## config.mk

```make
export PLATFORM = sky130hd
export DESIGN_NAME = vsu_store_serializer
export DESIGN_NICKNAME = d
export VERILOG_FILES = /design/src/rtl/vsu_store_serializer.sv
export SDC_FILE = /design/constraint.sdc
export NUM_CORES = 1
export LEC_CHECK = 0
export ABC_AREA = 1
export CAP_MARGIN = 20
export CORE_MARGIN = 1
export CORE_UTILIZATION = 53
export DETAILED_ROUTE_END_ITERATION = 10
export HOLD_SLACK_MARGIN = 0.03
export PLACE_DENSITY = 0.8
export SYNTH_ARGS = -nofsm -noshare
export SYNTH_HDL_FRONTEND = slang
export SYNTH_SLANG_ARGS = --single-unit
```

## constraint.sdc

```tcl
create_clock -name clk_i -period 4.65 [get_ports clk_i]
set_input_delay 0.93 -clock clk_i [delete_from_list [all_inputs] [get_ports clk_i]]
set_output_delay 0.93 -clock clk_i [all_outputs]
set_load 0.01 [all_outputs]
```

## src/rtl/vsu_store_serializer.sv

```systemverilog
// -----------------------------------------------------------------------------
// vsu_store_serializer
//
// Vector store path. Reads one VRF word per lane for each block of the vector,
// buffers the returned words in a small per-lane FIFO and hands them to the
// scalar core one word at a time, lane 0 first. Signals completion of the
// instruction with a one-cycle done pulse.
//
// Ports
//   clk_i, rst_ni                  clock, asynchronous active-low reset
//   vfu_req_valid_i / _ready_o     instruction request handshake
//   target_is_vsu_i                request is addressed to this unit
//   req_raddr_i, req_vlB_i, req_id_i  first VRF word, byte length, id
//   rd_valid_o / rd_gnt_i          per-lane VRF read request and grant
//   rd_addr_o                      per-lane read address (same for all lanes)
//   rd_data_valid_i, rd_data_i     per-lane read data, one cycle after grant
//   store_op_valid_o / _ready_i    store word handshake to the scalar core
//   store_op_o, store_op_strb_o    store word and its byte enables
//   done_o, done_insn_id_o         completion pulse and instruction id
// -----------------------------------------------------------------------------
module vsu_store_serializer #(
    parameter int unsigned NrLane     = 4,
    parameter int unsigned DataWidth  = 64,
    parameter int unsigned AddrWidth  = 8,
    parameter int unsigned VlBWidth   = 16,
    parameter int unsigned IdWidth    = 3,
    parameter int unsigned InBufDepth = 2
) (
    input  logic                          clk_i,
    input  logic                          rst_ni,
    input  logic                          vfu_req_valid_i,
    output logic                          vfu_req_ready_o,
    input  logic                          target_is_vsu_i,
    input  logic [AddrWidth-1:0]          req_raddr_i,
    input  logic [VlBWidth-1:0]           req_vlB_i,
    input  logic [IdWidth-1:0]            req_id_i,
    output logic [NrLane-1:0]             rd_valid_o,
    input  logic [NrLane-1:0]             rd_gnt_i,
    output logic [NrLane*AddrWidth-1:0]   rd_addr_o,
    input  logic [NrLane-1:0]             rd_data_valid_i,
    input  logic [NrLane*DataWidth-1:0]   rd_data_i,
    output logic                          store_op_valid_o,
    input  logic                          store_op_ready_i,
    output logic [DataWidth-1:0]          store_op_o,
    output logic [DataWidth/8-1:0]        store_op_strb_o,
    output logic                          done_o,
    output logic [IdWidth-1:0]            done_insn_id_o
);

    localparam int unsigned StrbW      = DataWidth / 8;
    localparam int unsigned ByteBlock  = NrLane * StrbW;
    localparam int unsigned BlockShift = $clog2(ByteBlock);
    localparam int unsigned SelWidth   = $clog2(NrLane);
    localparam int unsigned PtrWidth   = (InBufDepth > 1) ? $clog2(InBufDepth) : 1;
    localparam int unsigned CntWidth   = $clog2(InBufDepth + 1);

    // StZeroDone is the single cycle spent pulsing done for a zero-length store
    localparam logic [1:0] StIdle     = 2'd0;
    localparam logic [1:0] StStore    = 2'd1;
    localparam logic [1:0] StZeroDone = 2'd2;

    logic [1:0]                state_q, state_d;
    logic [AddrWidth-1:0]      addr_q, addr_d;
    logic [VlBWidth-1:0]       rdCnt_q, rdCnt_d;
    logic [VlBWidth-1:0]       rem_q, rem_d;
    logic [IdWidth-1:0]        id_q, id_d;
    logic [SelWidth-1:0]       sel_q, sel_d;
    logic [NrLane-1:0]         granted_q, granted_d;
    logic [NrLane-1:0]         inflight_q;

    logic [NrLane-1:0][InBufDepth-1:0][DataWidth-1:0] fifoMem_q;
    logic [NrLane-1:0][PtrWidth-1:0]  wptr_q, rptr_q;
    logic [NrLane-1:0][CntWidth-1:0]  usage_q;

    logic [NrLane-1:0] hasCredit, laneNonEmpty, push, rdFire;
    logic              accept, blockDone, storeFire, lastWord, popAll;
    logic [VlBWidth-1:0] reqBlocks;

    // Per-lane credit and FIFO status. Returned data counts against the credit
    // from the grant onwards, so a full FIFO can never receive a word.
    for (genvar i = 0; i < NrLane; i++) begin : gLane
        assign hasCredit[i]    = ({1'b0, usage_q[i]} + (CntWidth+1)'(inflight_q[i]))
                                 < (CntWidth+1)'(InBufDepth);
        assign laneNonEmpty[i] = (usage_q[i] != '0);
        assign push[i]         = rd_data_valid_i[i] & inflight_q[i];
        assign rd_addr_o[i*AddrWidth +: AddrWidth] = addr_q;

        assert property (@(posedge clk_i) disable iff (!rst_ni)
            !(rd_data_valid_i[i] && (usage_q[i] == CntWidth'(InBufDepth))));
    end

    // Read issue, serializer handshake and completion decode
    always_comb begin
        rd_valid_o = '0;
        for (int i = 0; i < NrLane; i++) begin
            rd_valid_o[i] = (state_q == StStore) && !granted_q[i] &&
                            (rdCnt_q != '0) && hasCredit[i];
        end
        rdFire    = rd_valid_o & rd_gnt_i;
        blockDone = (|rdFire) && (&(granted_q | rdFire));

        store_op_valid_o = (state_q == StStore) && (&laneNonEmpty) && (rem_q != '0);
        store_op_o       = fifoMem_q[sel_q][rptr_q[sel_q]];
        store_op_strb_o  = '0;
        for (int b = 0; b < StrbW; b++) begin
            store_op_strb_o[b] = (VlBWidth'(b) < rem_q);
        end
        storeFire = store_op_valid_o && store_op_ready_i;
        lastWord  = (rem_q <= VlBWidth'(StrbW));
        popAll    = storeFire && ((sel_q == SelWidth'(NrLane - 1)) || lastWord);

        done_o          = (state_q == StZeroDone) || (storeFire && lastWord);
        done_insn_id_o  = id_q;
        vfu_req_ready_o = (state_q == StIdle) || done_o;
        accept          = vfu_req_ready_o && vfu_req_valid_i && target_is_vsu_i;
        reqBlocks       = VlBWidth'(({1'b0, req_vlB_i} + (VlBWidth+1)'(ByteBlock - 1))
                                    >> BlockShift);
    end

    // Next-state logic. A request accepted in the done cycle overrides the
    // return to idle so consecutive stores run without a gap.
    always_comb begin
        state_d   = state_q;
        addr_d    = addr_q;
        rdCnt_d   = rdCnt_q;
        rem_d     = rem_q;
        id_d      = id_q;
        sel_d     = sel_q;
        granted_d = granted_q | rdFire;

        if (blockDone) begin
            addr_d    = addr_q + AddrWidth'(1);
            rdCnt_d   = (rdCnt_q != '0) ? rdCnt_q - VlBWidth'(1) : '0;
            granted_d = '0;
        end

        if (storeFire) begin
            rem_d = lastWord ? '0 : rem_q - VlBWidth'(StrbW);
            sel_d = popAll ? '0 : sel_q + SelWidth'(1);
        end

        if (done_o) begin
            state_d = StIdle;
        end

        if (accept) begin
            addr_d    = req_raddr_i;
            rem_d     = req_vlB_i;
            id_d      = req_id_i;
            rdCnt_d   = reqBlocks;
            sel_d     = '0;
            granted_d = '0;
            state_d   = (req_vlB_i == '0) ? StZeroDone : StStore;
        end
    end

    // Control registers
    always_ff @(posedge clk_i or negedge rst_ni) begin
        if (!rst_ni) begin
            state_q    <= StIdle;
            addr_q     <= '0;
            rdCnt_q    <= '0;
            rem_q      <= '0;
            id_q       <= '0;
            sel_q      <= '0;
            granted_q  <= '0;
            inflight_q <= '0;
        end else begin
            state_q    <= state_d;
            addr_q     <= addr_d;
            rdCnt_q    <= rdCnt_d;
            rem_q      <= rem_d;
            id_q       <= id_d;
            sel_q      <= sel_d;
            granted_q  <= granted_d;
            inflight_q <= rdFire;
        end
    end

    // FIFO pointers and fill levels; all lanes pop together
    always_ff @(posedge clk_i or negedge rst_ni) begin
        if (!rst_ni) begin
            wptr_q  <= '0;
            rptr_q  <= '0;
            usage_q <= '0;
        end else begin
            for (int i = 0; i < NrLane; i++) begin
                if (push[i]) begin
                    wptr_q[i] <= (wptr_q[i] == PtrWidth'(InBufDepth - 1)) ?
                                 '0 : wptr_q[i] + PtrWidth'(1);
                end
                if (popAll) begin
                    rptr_q[i] <= (rptr_q[i] == PtrWidth'(InBufDepth - 1)) ?
                                 '0 : rptr_q[i] + PtrWidth'(1);
                end
                case ({push[i], popAll})
                    2'b10:   usage_q[i] <= usage_q[i] + CntWidth'(1);
                    2'b01:   usage_q[i] <= usage_q[i] - CntWidth'(1);
                    default: usage_q[i] <= usage_q[i];
                endcase
            end
        end
    end

    // FIFO storage needs no reset; the fill levels say what is valid
    always_ff @(posedge clk_i) begin
        for (int i = 0; i < NrLane; i++) begin
            if (push[i]) begin
                fifoMem_q[i][wptr_q[i]] <= rd_data_i[i*DataWidth +: DataWidth];
            end
        end
    end

endmodule
```

### Word level (Yosys, flattened, before mapping)

Index checks and enable logic that the tools add are counted.

| operators by class | value |
|---|---|
| add/sub/neg operators | 25 |
| $lt $le $gt $ge | 23 |
| equal/unequal tests | 11 |
| multiplexer cells | 46 |
| bitwise gates (word level) | 6 |
| reductions and logical operators | 49 |

Operator list:

| cell | number |
|---|---|
| $bwmux 128 | 4 |
| $mux 64 | 6 |
| $bmux 128 s2 | 1 |
| $demux 64 s1 | 4 |
| $mux 128 | 1 |
| $mux 16 | 6 |
| $lt 3x16->1 const A | 4 |
| $lt 1x16->1 const A | 2 |
| $lt 2x16->1 const A | 2 |
| $reduce_bool 16->1 | 2 |
| $logic_and 1x1->1 | 24 |
| $reduce_bool 2->1 | 11 |
| $add 16x5->17 const B | 1 |
| $le 16x4->1 const B | 1 |
| $logic_not 16->1 | 1 |
| $mux 8 | 2 |
| $pmux 2 s2 | 4 |
| $sub 16x1->16 const B | 1 |
| $sub 16x4->16 const B | 1 |
| $add 2x1->3 | 4 |
| $eq 2x2->1 const B | 6 |
| $lt 3x2->1 const B | 4 |
| $mux 2 | 6 |
| $add 2x1->2 const B | 5 |
| other kinds (18) | 57 |

| word-level totals | value |
|---|---|
| bits in registers | 583 |
| input bits | 296 |
| output and inout port bits | 114 |
| logic and storage cells | 188 |

### Depth between registers and ports, before layout

Gate-level depths: netlist (run 1).

| logic depth | value |
|---|---|
| word-level depth | 11 |
| depth in mapped cells | 16 |
| mapped depth without buffers | 15 |

### Least setup slack after synthesis (run 1)

No wires, ideal clock.

| path | value |
|---|---|
| kind | input port to flip-flop |
| start point | input rd_data_valid_i[3] |
| end point | register fifoMem_q[384] (netlist bit), enable pin |
| library setup time | 0.486 ns |
| arrival time | 3.719 ns |
| required time | 4.164 ns |
| path slack | 0.445 ns |
| stages on the path | 2 |
| path buffers | 0 |
| path through | nand2_1 -> nor2_1 |

| between the ends | value |
|---|---|
| longest elaborated chain between the ends | 1 |

RTL lines:

| item | RTL line | text |
|---|---|---|
| start, declared | 40 | `input logic [NrLane-1:0] rd_data_valid_i,` |
| $and 1x1->1 | 85 | `assign push[i] = rd_data_valid_i[i] & inflight_q[i];` |
| end signal, assigned by index | 209 | `fifoMem_q[i][wptr_q[i]] <= rd_data_i[i*DataWidth +: DataWidth];` |
| end, declared | 71 | `logic [NrLane-1:0][InBufDepth-1:0][DataWidth-1:0] fifoMem_q;` |

Every way passes these cells.
A chain may end at the register's enable or synchronous reset.

### Final worst setup path (run 1)

| path | value |
|---|---|
| start point | register sel_q[1] |
| end point | output store_op_o[43] |

| between the ends | value |
|---|---|
| longest elaborated chain between the ends | 4 |
| elaborated cells between the ends (all ways) | 6 |
| those cells by class | mux: 6 |

RTL lines:

| item | RTL line | text |
|---|---|---|
| start, declared | 67 | `logic [SelWidth-1:0] sel_q, sel_d;` |
| start signal, assigned | 174 | `sel_q <= sel_d;` |
| $bmux 128 s2 / $bmux 1 s2 (equally long branches) | 103 | `store_op_o = fifoMem_q[sel_q][rptr_q[sel_q]];` |
| $mux 128 (implied by the code) / $mux 1 (equally long branches) | 103 |  |
| $mux 64 (implied by the code) * (2 in a row) | 103 |  |
| end, declared | 44 | `output logic [DataWidth-1:0] store_op_o,` |

Mark *: on every way between the ends. The rest lies on a longest branch, timed or not. The select of a mux whose other input is x is not followed.

==> flow_summary_export.csv, run 1 <==
group,metric,value,unit
hold_path,hold_class,"reg2reg",
final_layout,n_fill_cell,3181,
worst_setup_path,worstPathMaxFanout,129,
sta,fmax,231.0,MHz
floorplan,die_h,217.3,um
worst_setup_path,path_class,"reg2out",
cts,insertion_delay,0.62,ns
global_routing,antenna_found_initial,30,
final_layout,postLayoutCellArea,31040,um^2
cts,cts_buffers,58,
worst_setup_path,startpoint_type,"flop",
cts,htree_levels,2,
cts,clk_pin_slew,0.06,ns
yosys,synth_simple_gate_area_share,14.02,%
yosys,syn_avg_cell_area,11.40,um^2
sta,timing.final.crit_share,93.10,%
yosys,synth_ff_type,"edfxtp_1",
worst_setup_path,slowest_delay,0.64,ns
yosys,synth_top_family_by_area,"simple AND/OR/NAND/NOR gates",
yosys,synth.distinct_cells,35,
route,via_count,18330,
yosys,ys_warn_count,0,
yosys,synth_adder_area_share,0.5091,%
route,drc,0,
worst_setup_path,worstPathRequired,3.72,ns
worst_setup_path,worst-path-buf-inv,3,
yosys,synth_edf_count,512,
sta,setup_viol,0,
floorplan,die_w,217.3,um
cts,hold_buffers,0,
sta,hold_violations,0,
final_layout,drive_gt1_share,5.595,%
sta,finalMaxSlewViolations,0,
floorplan,rows,78,
floorplan,start_util,53.92,%
worst_setup_path,arrival,3.40,ns
power,ir_drop,561.7,uV
yosys,ys_ff_latch,583,
yosys,synth_mux_area_share,0,%
sta,slew-limit-headroom,29.50,%
cts,postCtsSetupRepairBufs,0,
yosys,syn_area,24580,um^2
run_status,status,"completed",
placement,port_buffers,409,
floorplan,die_area,47230,um^2
worst_setup_path,path_cells,"inv_4 > buf_12 > o21ai_0 > o22ai_1 > nor2_1 > a31oi_1 > clkdlybuf4s50_1",
sta,finalClockSkew,0.02102,ns
global_routing,grt_pass1_vias,18180,
sta,finalWorstPathRequiredPeriod,4.329,ns
sta,finalSetupTns,0,ns
placement,dp_hpwl,42440,um
placement,gp_congestion,0.8850,
floorplan,ios,410,
power,p_leak,11.14,nW
cts,cts_buffer_depth,3,
global_routing,grt_pass1_wl,102200,um
sta,rsz0062_at_grt,"false",
yosys,synthXorXnorAreaFrac,1.675,%
yosys,synth-seq-area-share,69.79,%
placement,postPlaceCellArea,29150,um^2
sta,worst_pin_slew,1.048,ns
route,via_per_inst,5.774,
final_layout,syn2layout_area_growth,26.32,%
route,dr.pass1.iters,5,
job,maxCapViolCount,0,
route,drtIter0Drc,1705,
power,power.density,605.9,nW/um^2
yosys,synthCells,2155,
route,wl_per_cell,21.59,um
cts,clk_root_buffer_cell,"clkbuf_16",
cts,cts_tree,"done",
yosys,synth-async-reset-ratio,12.18,%
worst_setup_path,cp-end-kind,"output pin",
cts,cts_sinks,583,
yosys,synth_nets,2461,
global_routing,grt_overflow_total,0,
worst_setup_path,path_delay_family,"buffers and inverters",
global_routing,grt_usage,28.54,%
yosys,synth_compound_area_share,9.918,%
final_layout,fin_nets,2815,
route,wl,68560,um
floorplan,core,45580,um^2
cts,post_cts_resized,0,
route,ant_nets,0,
worst_setup_path,crit_slowest_cell,"dfrtp_4",
global_routing,grt_max_degree,130,
[worst reg2reg max path, stage by stage, from the launching register on]
cell	delay [ns]
dfrtp_1	0.42
nor2_1	0.20
nand2_1	0.09
nor2_2	0.14
nand2_1	0.18
nand2_1	0.19
nor2_4	0.06
nand2_2	0.11
nand2_4	0.18
nand2_4	0.60
nand2_4	0.32
nand2_1	0.17
nand2_1	0.06
[per-stage QoR]
step	utilization, %	power [mW]	setup slack, ns	cells	hold slack (ns)
2_1_floorplan	-	11.06	0.4447	2155	0.4413
3_3_place_gp	63.95	14.03	1.057	3049	0.4563
3_5_place_dp	63.95	14.21	1.053	3049	0.4663
4_1_cts	68.01	18.81	0.3491	3156	0.4829
5_1_grt	68.08	19.75	0.2069	3169	0.4930
6_report	68.12	18.81	0.3206	3175	0.4818
[power breakdown]
part / internal (mW) / switching [mW]
registers: 6.25 / 0.385
clock network: 2.57 / 1.97
logic: 3.14 / 4.50
total: 12.0 / 6.85
[cell usage in the layout, fill, tap and decap left out, types with 10 or more instances in the layout]
cell type        count
a21oi_1             15
a31oi_1             64
buf_12              13
buf_4               12
clkbuf_16           58
clkdlybuf4s50_1    408
clkinv_1            18
dfrtp_1             69
diode_2             19
edfxtp_1           512
ha_1                10
inv_1               76
nand2_1            207
nand3_1             70
nor2_1             528
nor2_4              11
nor3_1              12
o21ai_0            274
o22ai_1             68
xnor2_1             15
xor2_1              32
[routing by layer]
metal	vias up	part of all wire, %	wire (um)	track usage, %
li1	8289	-	-	-
met5	-	0.25	172	0
met4	26	2.6	1811	10.70
met2	907	50	34030	47.22
met1	8959	38	25890	35.15
met3	153	9.7	6651	8.903
[cell families after synthesis]
group | Yosys count
AO/OA/AOI/OAI | 439
adder cells (fa/ha/maj) | 10
buffers and inverters | 220
AND/OR/NAND/NOR | 856
XOR/XNOR | 47
flip-flops | 583
[synth_stat cells (10+ instances only)]
master	count	area share (%)
edfxtp_1	512	63
clkbuf_1	65	0.99
inv_1	78	1.2
buf_2	36	0.73
dfrtp_1	71	7.2
nor2_1	536	8.2
ha_1	10	0.51
nand2_1	207	3.2
xnor2_1	15	0.53
a31oi_1	64	1.6
o21ai_0	274	5.6
a21oi_1	16	0.33
nor3_1	12	0.24
xor2_1	32	1.1
buf_4	28	0.86
o22ai_1	68	1.7
nand3_1	70	1.4
[flip-flops by register name, indices dropped and copies added, names as in the netlist]
register / cells
done_insn_id_o: 3
rptr_q: 4
addr_q: 8
wptr_q: 4
usage_q: 8
fifoMem_q: 512
granted_q: 4
sel_q: 2
rem_q: 16
inflight_q: 4
state_q: 2
rdCnt_q: 16
[worst paths after layout]
check	from	endpoint	slack, ns	cells after the start
setup / recovery	sel_q[1]	store_op_o[43]	0.32	7
hold / removal	rptr_q[1]	rptr_q[1]	0.48	1
setup reg to reg	rem_q[11]	addr_q[6]	1.81	12
hold reg to reg	rptr_q[1]	rptr_q[1]	0.48	1
max in group asynchronous	rst_ni	sel_q[1]	3.38	2
min in group asynchronous	rst_ni	addr_q[4]	0.55	2
[layout make-up]
type	instances	area (um^2)	area share, %
Clock buffer	67	1485	4.784
Tap cell	600	750.7	2.418
Multi-Input combinational cell	1352	6490	20.91
Antenna cell	19	47.55	0.1532
Inverter	80	307.8	0.9915
Sequential cell	583	17160	55.27
Clock inverter	40	365.4	1.177
Timing Repair Buffer	434	4439	14.30
(Power assumes the default switching activity.)
==> run 2, diff against run 1 <==
--- a/config.mk
+++ b/config.mk
@@ -11,7 +11,9 @@
 export CORE_UTILIZATION = 53
 export DETAILED_ROUTE_END_ITERATION = 10
 export HOLD_SLACK_MARGIN = 0.03
+export MAX_ROUTING_LAYER = met4
 export PLACE_DENSITY = 0.8
 export SYNTH_ARGS = -nofsm -noshare
 export SYNTH_HDL_FRONTEND = slang
 export SYNTH_SLANG_ARGS = --single-unit
+export TNS_END_PERCENT = 1
==> flow_summary_export.csv, run 2 (same netlist as run 1, synthesis figures left out) <==
group,metric,value,unit
power,p_leak,11.21,nW
worst_setup_path,crit_slowest_cell,"dfrtp_4",
run_status,status,"completed",
sta,rsz0062_at_grt,"false",
floorplan,die_area,47230,um^2
route,via_per_inst,5.732,
sta,final.setup.worst_slack,0.2859,ns
floorplan,core,45580,um^2
cts,hold_buffers,0,
placement,placed_cells,3051,
power,power,19.17,mW
final_layout,final_common_cell,"nor2_1",
placement,postPlaceCellArea,29150,um^2
worst_setup_path,slowest_delay,0.63,ns
placement,dp_slack,0.9201,ns
cts,cts_sinks,583,
cts,insertion_delay,0.63,ns
global_routing,antenna_found_initial,24,
worst_setup_path,worstPathRequired,3.72,ns
worst_setup_path,startpoint_type,"flop",
cts,postCtsSetupRepairBufs,0,
sta,setup_viol,0,
cts,post_cts_resized,0,
floorplan,die_w,217.3,um
final_layout,postLayoutCellArea,31200,um^2
placement,gp_congestion,0.8932,
final_layout,fin_nets,2818,
floorplan,rows,78,
floorplan,die_h,217.3,um
cts,cts_buffers,59,
route,wl_per_cell,21.73,um
sta,worst_pin_slew,0.9952,ns
power,ir_drop,475.8,uV
final_layout,n_fill_cell,3136,
placement,port_buffers,409,
worst_setup_path,path_delay_family,"buffers and inverters",
placement,dp_hpwl,42770,um
global_routing,grt_overflow_total,0,
route,drtIter0Drc,1814,
global_routing,grt_usage,30.17,%
floorplan,start_util,53.92,%
sta,hold_violations,0,
sta,finalMaxSlewViolations,0,
route,wl,69310,um
worst_setup_path,r2r_cells,12,
worst_setup_path,path_cells,"inv_4 > buf_4 > o21ai_0 > o22ai_1 > nor2_1 > a31oi_1 > clkdlybuf4s50_1",
power,power.density,614.2,nW/um^2
sta,finalClockSkew,0.03119,ns
floorplan,ios,410,
job,maxCapViolCount,0,
global_routing,grt_pass1_vias,18520,
cts,clk_root_buffer_cell,"clkbuf_16",
final_layout,syn2layout_area_growth,26.96,%
hold_path,hold_class,"in2async",
final_layout,largest_reg_flops,512,
global_routing,grt_max_degree,189,
worst_setup_path,cp-end-kind,"output pin",
route,ant_nets,0,
route,dr.pass1.iters,5,
sta,finalSetupTns,0,ns
worst_setup_path,rr_endpoint,"rdCnt_q[11]",
route,drc,0,
final_layout,final_cell_mix,"nor2_1, edfxtp_1, clkdlybuf4s50_1, o21ai_0, nand2_1",
final_layout,stdcell_count,3190,
cts,htree_levels,2,
worst_setup_path,path_class,"reg2out",
cts,clk_pin_slew,0.06,ns
sta,timing.final.crit_share,93.85,%
sta,finalWorstPathRequiredPeriod,4.364,ns
worst_setup_path,r2r-start,"rem_q[11]",
worst_setup_path,worst-path-buf-inv,3,
cts,cts_tree,"done",
global_routing,grt_pass1_wl,104300,um
worst_setup_path,r2r_setup_slack,1.73,ns
final_layout,drive_gt1_share,5.896,%
cts,cts_buffer_depth,3,
sta,slew-limit-headroom,33.04,%
sta,fmax,229.1,MHz
worst_setup_path,worstPathMaxFanout,51,
route,via_count,18280,
worst_setup_path,arrival,3.43,ns
run 2: cell types whose count changed in the layout (fill, tap and decap cells not counted), sizes merged:
| cell | delta |
|---|---|
| clkbuf | +2 |
| bufinv | +4 |
| inv | +1 |
| buf | +2 |
| diode | +10 |
| clkinv | -4 |
run 2: metal layers:
metal / GRT usage (%) / routed length [um] / vias up
li1: - / - / 8320
met1: 35.65 / 25880 / 8896
met2: 49.42 / 34560 / 910
met3: 7.631 / 6487 / 158
met4: 12.23 / 2382 / 0
met5: - / 0 / -
run 2: worst max path at each step:
stage	startpoint	endpoint	slack [ns]	depth (start not counted)
2_1_floorplan	rd_data_valid_i[3]	fifoMem_q[384]	0.44	2
3_5_place_dp	sel_q[1]	store_op_o[24]	0.92	7
6_report	sel_q[1]	store_op_o[37]	0.29	7
3_3_place_gp	sel_q[1]	store_op_o[8]	1.05	7
4_1_cts	sel_q[1]	store_op_o[24]	0.26	7
5_1_grt	sel_q[1]	store_op_o[24]	0.09	7
run 2: area by class of cell:
type	instances	area (um^2)	share of cell area, %
flip-flops and latches	583	17160	54.99
multi-input cells	1352	6490	20.80
repair buffers	436	4442	14.24
clock buffers	69	1535	4.920
well taps	600	750.7	2.406
clock inverters	41	445.4	1.428
inverters	80	307.8	0.9864
diodes	29	72.57	0.2326
run 2: where the power goes:
part / leakage (nW) / total, mW / internal, mW / switching, mW
clock: 0.961 / 4.86 / 2.86 / 2.01
sequential: 5.50 / 6.63 / 6.25 / 0.381
combinational: 4.75 / 7.67 / 3.13 / 4.54
total: 11.2 / 19.2 / 12.2 / 6.92
run 2: per-stage QoR:
stage / hold slack (ns) / util [%]
6_report: 0.2131 / 68.46
5_1_grt: 0.2077 / 68.44
4_1_cts: 0.1917 / 68.30
3_5_place_dp: 0.4578 / 63.96
3_3_place_gp: 0.4669 / 63.96
2_1_floorplan: 0.4413 / -
==> run 3, diff against run 2 <==
--- a/config.mk
+++ b/config.mk
@@ -8,11 +8,12 @@
 export ABC_AREA = 1
 export CAP_MARGIN = 20
 export CORE_MARGIN = 1
-export CORE_UTILIZATION = 53
+export CORE_UTILIZATION = 55
+export CTS_BUF_LIST = sky130_fd_sc_hd__clkbuf_8
 export DETAILED_ROUTE_END_ITERATION = 10
 export HOLD_SLACK_MARGIN = 0.03
 export MAX_ROUTING_LAYER = met4
-export PLACE_DENSITY = 0.8
+export PLACE_DENSITY = 0.82
 export SYNTH_ARGS = -nofsm -noshare
 export SYNTH_HDL_FRONTEND = slang
 export SYNTH_SLANG_ARGS = --single-unit
==> flow_summary_export.csv, run 3 (same netlist as run 1, synthesis figures left out) <==
group,metric,value,unit
worst_setup_path,crit_slowest_cell,"dfrtp_4",
worst_setup_path,worstPathRequired,3.72,ns
worst_setup_path,cp-end-kind,"output pin",
floorplan,ios,410,
worst_setup_path,r2r-start,"state_q[0]",
power,p_leak,11.19,nW
floorplan,die_h,213.4,um
job,maxCapViolCount,0,
global_routing,gr-usage-met1,38.18,%
power,ir_drop,426.6,uV
worst_setup_path,worstPathMaxFanout,84,
final_layout,final_common_cell,"nor2_1",
final_layout,fin_util,69.94,%
worst_setup_path,startpoint_type,"flop",
sta,finalMaxSlewViolations,0,
route,wl,69400,um
worst_setup_path,worst-path-buf-inv,3,
route,dr.pass1.iters,7,
placement,dp_hpwl,42900,um
final_layout,postLayoutCellArea,30860,um^2
hold_path,hold_class,"in2async",
route,drc,0,
global_routing,grt_pass1_vias,18440,
global_routing,grt_max_degree,121,
floorplan,start_util,55.70,%
power,power,18.31,mW
final_layout,fin_nets,2850,
worst_setup_path,slowest_delay,0.72,ns
route,wl_per_cell,21.50,um
worst_setup_path,path_cells,"inv_8 > buf_12 > o21ai_0 > o22ai_1 > nor2_1 > a31oi_1 > clkdlybuf4s50_1",
floorplan,rows,77,
global_routing,grt_usage,31.20,%
worst_setup_path,rr_endpoint,"rdCnt_q[9]",
cts,hold_buffers,0,
sta,finalSetupTns,0,ns
placement,gp_congestion,0.9433,
final_layout,largest_reg_flops,512,
sta,setup_viol,0,
cts,clk_pin_slew,0.06,ns
sta,fmax,223.0,MHz
sta,timing.final.crit_share,96.44,%
final_layout,syn2layout_area_growth,25.57,%
cts,cts_buffers,92,
global_routing,grt_pass1_wl,102900,um
worst_setup_path,arrival,3.55,ns
placement,postPlaceCellArea,29120,um^2
floorplan,core,44120,um^2
sta,hold_violations,0,
power,power.density,593.3,nW/um^2
route,drtIter0Drc,2169,
sta,finalWorstPathRequiredPeriod,4.485,ns
global_routing,met2_usage,49.14,%
worst_setup_path,path_delay_family,"buffers and inverters",
final_layout,drive_gt1_share,6.697,%
sta,slew-limit-headroom,31.36,%
cts,insertion_delay,0.68,ns
worst_setup_path,path_class,"reg2out",
cts,cts_sinks,583,
cts,cts_buffer_depth,3,
route,ant_nets,0,
route,via_per_inst,5.744,
floorplan,die_w,213.4,um
run_status,status,"completed",
global_routing,busiest_layer,"met2",
sta,rsz0062_at_grt,"false",
final_layout,final_cell_mix,"nor2_1, edfxtp_1, clkdlybuf4s50_1, o21ai_0, nand2_1",
worst_setup_path,r2r_setup_slack,1.63,ns
cts,cts_tree,"done",
sta,final.setup.worst_slack,0.1654,ns
placement,dp_slack,0.8955,ns
global_routing,antenna_found_initial,20,
floorplan,die_area,45530,um^2
global_routing,grtUsageMet3,7.865,%
placement,port_buffers,409,
cts,clk_root_buffer_cell,"clkbuf_8",
cts,htree_levels,3,
sta,finalClockSkew,0.02762,ns
route,via_count,18540,
sta,worst_pin_slew,1.020,ns
global_routing,grt_overflow_total,0,
worst_setup_path,r2r_cells,12,
==> run 3: cell count changes in the layout (fill, tap and decap cells not counted), sizes merged <==
cell,delta
clkbuf,+26
clkinv,+14
inv,+22
diode,-6
clkinvlp,-2
buf,-1
bufinv,-7
==> run 3: layer usage <==
metal | wire length [um] | up-vias | share of wire [%]
met2 | 34670 | 1055 | 50
met1 | 25740 | 8944 | 37
met5 | 0 | - | 0
met4 | 2180 | 0 | 3.1
li1 | - | 8400 | -
met3 | 6820 | 143 | 9.8
==> run 3: final cells by class <==
| class | count | area [um^2] |
|---|---|---|
| Tap cell | 592 | 740.7 |
| Sequential cell | 583 | 17160 |
| Clock inverter | 68 | 345.3 |
| Inverter | 80 | 310.3 |
| Timing Repair Buffer | 435 | 4451 |
| Fill cell | 3089 | 13260 |
| Clock buffer | 95 | 1308 |
| Multi-Input combinational cell | 1352 | 6490 |
| Antenna cell | 23 | 57.56 |
==> run 3: power by group <==
group          internal [mW]  switching [mW]
combinational           3.15            4.51
clock                   2.00            1.98
sequential              6.25           0.410
==> run 3: worst max path at each step <==
| stage | from | end | slack [ns] | depth (start not counted) |
|---|---|---|---|---|
| 2_1_floorplan | rd_data_valid_i[3] | fifoMem_q[384] | 0.44 | 2 |
| 3_3_place_gp | sel_q[0] | store_op_o[46] | 0.90 | 7 |
| 3_5_place_dp | sel_q[0] | store_op_o[46] | 0.90 | 7 |
| 4_1_cts | sel_q[0] | store_op_o[44] | 0.13 | 7 |
| 5_1_grt | sel_q[0] | store_op_o[46] | 0.04 | 7 |
| 6_report | sel_q[0] | store_op_o[44] | 0.17 | 7 |
==> run 3: metrics by stage <==
| step | std cells | hold WS, ns |
|---|---|---|
| floorplan | 2155 | 0.4413 |
| global placement | 3041 | 0.4563 |
| detailed placement | 3041 | 0.4596 |
| CTS | 3204 | 0.4452 |
| global route | 3226 | 0.1410 |
| finish | 3228 | 0.1509 |
==> run 3: what timing repair did <==
item                       CTS  global route
hold endpoints to repair     0             0
setup endpoints to repair    0             8
resized for setup            0             2
setup buffers                0             0
